--- src/rtl/mem_bus_bridge.sv ---
// Bridge from the CPU native memory bus to a 2 KiB RAM window and a 6-bit LED register.
// Optional feature macro: MEM_BUS_ERR_TRAP_EN (unmapped accesses return 32'hDEAD_BEEF and set sticky bus_err).
module mem_bus_bridge #(
  parameter logic [31:0] RAM_BASE = 32'h0000_0000,
  parameter logic [31:0] LED_ADDR = 32'h8000_0000
) (
  input  logic        clk,
  input  logic        resetn,
  input  logic        mem_valid,
  input  logic        mem_instr,
  input  logic [31:0] mem_addr,
  input  logic [31:0] mem_wdata,
  input  logic [3:0]  mem_wstrb,
  output logic [31:0] mem_rdata,
  output logic        mem_ready,
  output logic        ram_sel,
  output logic [3:0]  ram_wen,
  output logic [10:0] ram_address,
  output logic [31:0] ram_wdata,
  input  logic [31:0] ram_rdata,
  output logic [5:0]  led,
  output logic        bus_err
);

  typedef enum logic [1:0] {
    IDLE   = 2'd0,
    ACCESS = 2'd1,
    RESP   = 2'd2
  } state_t;

`ifdef MEM_BUS_ERR_TRAP_EN
  localparam logic [31:0] UNMAPPED_DATA = 32'hDEAD_BEEF;
`else
  localparam logic [31:0] UNMAPPED_DATA = 32'h0000_0000;
`endif

  state_t      state;
  logic [10:0] addr_r;
  logic [31:0] wdata_r;
  logic [3:0]  wstrb_r;
  logic        is_ram_r;
  logic        is_led_r;
  logic        hit_ram;
  logic        hit_led;
  logic        unused_ok;

  // RAM takes priority should the LED word ever be placed inside the window.
  assign hit_ram = (mem_addr[31:11] == RAM_BASE[31:11]);
  assign hit_led = !hit_ram && (mem_addr[31:2] == LED_ADDR[31:2]);

  assign ram_address = addr_r;
  assign ram_wdata   = wdata_r;
  assign unused_ok   = &{1'b0, mem_instr};

  always_ff @(posedge clk or negedge resetn) begin
    if (!resetn) begin
      state     <= IDLE;
      addr_r    <= 11'd0;
      wdata_r   <= 32'd0;
      wstrb_r   <= 4'd0;
      is_ram_r  <= 1'b0;
      is_led_r  <= 1'b0;
      ram_sel   <= 1'b0;
      ram_wen   <= 4'd0;
      mem_ready <= 1'b0;
      mem_rdata <= 32'd0;
      led       <= 6'd0;
`ifdef MEM_BUS_ERR_TRAP_EN
      bus_err   <= 1'b0;
`endif
    end else begin
      case (state)
        IDLE: begin
          mem_ready <= 1'b0;
          if (mem_valid) begin
            addr_r   <= mem_addr[10:0];
            wdata_r  <= mem_wdata;
            wstrb_r  <= mem_wstrb;
            is_ram_r <= hit_ram;
            is_led_r <= hit_led;
            ram_sel  <= hit_ram;
            ram_wen  <= hit_ram ? mem_wstrb : 4'd0;
            state    <= ACCESS;
          end else begin
            ram_sel <= 1'b0;
            ram_wen <= 4'd0;
          end
        end
        ACCESS: begin
          // The RAM write lands on this edge; the read data is captured alongside it.
          ram_sel   <= 1'b0;
          ram_wen   <= 4'd0;
          mem_ready <= 1'b1;
          state     <= RESP;
          if (is_ram_r) begin
            mem_rdata <= ram_rdata;
          end else if (is_led_r) begin
            mem_rdata <= {26'd0, led};
            if (wstrb_r[0]) begin
              led <= wdata_r[5:0];
            end else begin
              led <= led;
            end
          end else begin
            mem_rdata <= UNMAPPED_DATA;
`ifdef MEM_BUS_ERR_TRAP_EN
            bus_err   <= 1'b1;
`endif
          end
        end
        RESP: begin
          mem_ready <= 1'b0;
          state     <= IDLE;
        end
        default: begin
          ram_sel   <= 1'b0;
          ram_wen   <= 4'd0;
          mem_ready <= 1'b0;
          state     <= IDLE;
        end
      endcase
    end
  end

`ifndef MEM_BUS_ERR_TRAP_EN
  assign bus_err = 1'b0;
`endif

endmodule

--- config.mk ---
export PLATFORM = sky130hd
export DESIGN_NAME = mem_bus_bridge
export DESIGN_NICKNAME = d
export VERILOG_FILES = /design/src/rtl/mem_bus_bridge.sv
export SDC_FILE = /design/constraint.sdc
export NUM_CORES = 1
export LEC_CHECK = 0
export BUFFER_PORTS_ARGS = -buffer_cell sky130_fd_sc_hd__buf_2
export CORE_MARGIN = 2
export CORE_UTILIZATION = 48
export CTS_BUF_LIST = sky130_fd_sc_hd__clkbuf_16
export DETAILED_ROUTE_END_ITERATION = 8
export PLACE_DENSITY = 0.85
export SLEW_MARGIN = 40
export SYNTH_ARGS = -nofsm -noshare
export SYNTH_HDL_FRONTEND = slang
export SYNTH_SLANG_ARGS = --single-unit
--- constraint.sdc ---
create_clock -name clk -period 2.7 [get_ports clk]
set_clock_uncertainty 0.1 [all_clocks]
set_input_delay 0.405 -clock clk [delete_from_list [all_inputs] [get_ports clk]]
set_output_delay 0.405 -clock clk [all_outputs]
set_load 0.1 [all_outputs]
==> results.yml <==
run_status:
  status: "completed"
logic_synthesis:
  ys_types: 31
  seq_area_frac_synth_pct: 63.8
  synth_seq_cells: 92
  yosys_warnings: 0
  synth.avg_cell_area_um2: 12.7
  synth.top_cells.by_area: "dfrtp_1, mux2_2, nand2_1"
  synth.largest_area_cell: "dfrtp_1"
  synth_cells: 285
  synth_top_area_share_pct: 63.8
  synthFlopType: "dfrtp_1"
  synth_area_mm2: 0.00361
  async_flop_share_pct: 100
  synth_edf_count: 0
  syn-num-nets: 389
power_and_ir_drop:
  switching_share_pct: 47.2
  ir_worst_vdd_mv: 0.677
  power.switching_mw: 2.37
  powerDensity_mw_per_mm2: 1020
  p_seq_share_pct: 33.6
  p_int_mw: 2.66
  combPwrFrac_pct: 42.1
  p_clk_share_pct: 24.4
  p_leak_nw: 2.70
clocking:
  ctsHoldBuffers: 1
  htree_levels: 3
  cts_tree: "built"
  cts.sinks: 92
  root_buffer: "clkbuf_16"
  clock_path_buffers: 2
  post_cts_resized: 0
  clkSlewWorstSetupHoldPaths_ps: 70
  cts_buffers: 9
  cts_setup_buffers: 0
  clkLatencyLatePin_ps: 320
timing:
  finalSetupTns_ps: 0
  finalHoldViolCount: 0
  setup_violations: 0
  slew_headroom_pct: 60.1
  min_period_over_period_pct: 68.4
  max_freq_mhz: 541
  rsz0062_at_grt: "false"
  tightest_slew_ps: 599
  final_max_slew_viol_count: 0
  fin_crit_ps: 1850
drt:
  drc_errors: 0
  vias: 2871
  drt_pre_antenna_iters: 5
  ant_nets: 0
  dr.first_iter.drc_count: 111
  wl_per_cell_um: 14.7
  routed_wl_um: 8490
  vias_per_cell: 4.97
global_route:
  grt_pass1_wl_um: 14000
  grt_max_degree: 48
  grt_pass1_vias: 2906
  grt_overflow: 0
  grt_usage_pct: 21.4
  antenna_found_initial: 0
cells_and_area:
  n_antenna_cell: 0
  syn_to_final_growth_pct: 37.2
  layout.nets: 578
  mostFrequentLayoutCell: "buf_2"
  layout_common_cells: "buf_2, dfrtp_1, nand2_1"
  final_cells: 578
  drive_gt1_share_pct: 56.2
  design_area_mm2: 0.00495
worst_setup_path:
  critical-path-slowest-cell: "dfrtp_1"
  crit_path_end_kind: "register"
  crit_path_start_kind: "register"
  max_stage_delay_ps: 400
  crit_fanout: 33
  crit_required_ps: 2810
  path_class: "reg2reg"
  path_cells: "nor2_2 -> nand2_2 -> inv_4 -> buf_4 -> mux2_2"
  worst_ep_arrival_time_ps: 1960
floorplanning:
  initial_core_util_pct: 49.7
  ioPinCount: 192
  coreArea_mm2: 0.00725
  row_count: 31
  dieArea_mm2: 0.00822
  die_y_um: 90.7
  dieWidth_um: 90.7
placement:
  port_buffers: 189
  dp.cells: 561
  gp_congestion: 0.765
  hpwl_um: 6270
  dpl_cell_area_mm2: 0.00464
run:
  drv_cap: 0
hold_path:
  hold_class: "in2reg"
synth_stat cells, types with 2 or more instances:
cell type,instances
buf_1,2
nor4_1,4
buf_2,8
nor4_2,3
nand2_1,56
nor2_1,11
nand3_1,26
a22o_1,4
clkbuf_1,4
mux2_2,49
a221oi_1,5
dfrtp_1,92
buf_4,2
a21o_2,2
sequential cells by signal, indices dropped and copies added, names as in the netlist, 2 cells and up:
name,count
mem_rdata,32
ram_wdata,32
state,2
ram_address,11
ram_wen,4
led,6
through the flow:
stage          hold WS, ps  total power [mW]  worst slack (ps)  utilization [%]
2_1_floorplan         9.41              3.44              1240                -
3_3_place_gp           342              3.80               910             64.0
3_5_place_dp           347              3.84               865             64.0
4_1_cts                184              5.07               832             68.2
5_1_grt                189              5.22               680             68.2
6_report               195              5.03               853             68.2
critical path, delay by kind of cell, from the launching register on:
kind,cells,cell delay (ps)
DFF,1,400
muxes,1,370
buffers and inverters,2,630
and+or+nand+nor,2,230
cell type report:
cell class / count / area, um2
clock buffer: 9 / 225
clock inverter: 7 / 68.8
fill: 570 / 2300
inverter: 3 / 13.8
multi-input combinational: 174 / 1210
sequential: 92 / 2300
tap: 99 / 124
timing repair buffer: 194 / 1000
power groups by stage:
stage               logic [mW]  clock network, mW  registers [mW]
finish                    2.11               1.22            1.69
global route              2.18               1.32            1.72
CTS                       2.13               1.25            1.69
detailed placement        2.12                  0            1.71
global placement          2.10                  0            1.70
floorplan                0.291                  0            3.15
kinds of logic (layout without fill, tap and decap cells):
logic type	Yosys count	after routing	share of synthesized area, %
buffers and inverters	19	213	2.53
and+or+nand+nor	109	109	14.8
other	1	1	0.104
muxes	50	50	15.6
AOI/OAI and AO/OA	14	14	3.16
DFF	92	92	63.8
metal layers:
| metal | global-route usage [%] | up-vias | part of all wire [%] |
|---|---|---|---|
| met5 | 0 | - | 0 |
| met4 | 6.92 | 0 | 0.87 |
| met3 | 5.01 | 6 | 6.9 |
| met2 | 36.9 | 112 | 51 |
| met1 | 26.6 | 1399 | 41 |
| li1 | - | 1354 | - |
worst paths after layout:
| kind | from | endpoint | slack (ps) | cells after the start |
|---|---|---|---|---|
| max | state[0]$_DFFE_PN0P_ | ram_wdata[19]$_DFFE_PN0P_ | 850 | 5 |
| min | mem_wstrb[1] | ram_wen[1]$_DFFE_PN0P_ | 190 | 2 |
| max reg2reg | state[0]$_DFFE_PN0P_ | ram_wdata[19]$_DFFE_PN0P_ | 850 | 5 |
| min reg2reg | mem_rdata[24]$_DFFE_PN0P_ | mem_rdata[24]$_DFFE_PN0P_ | 360 | 2 |
| max in group asynchronous | resetn | led[4]$_DFFE_PN0P_ | 1300 | 3 |
| min in group asynchronous | resetn | mem_rdata[8]$_DFFE_PN0P_ | 510 | 2 |
(Power assumes the default switching activity.)
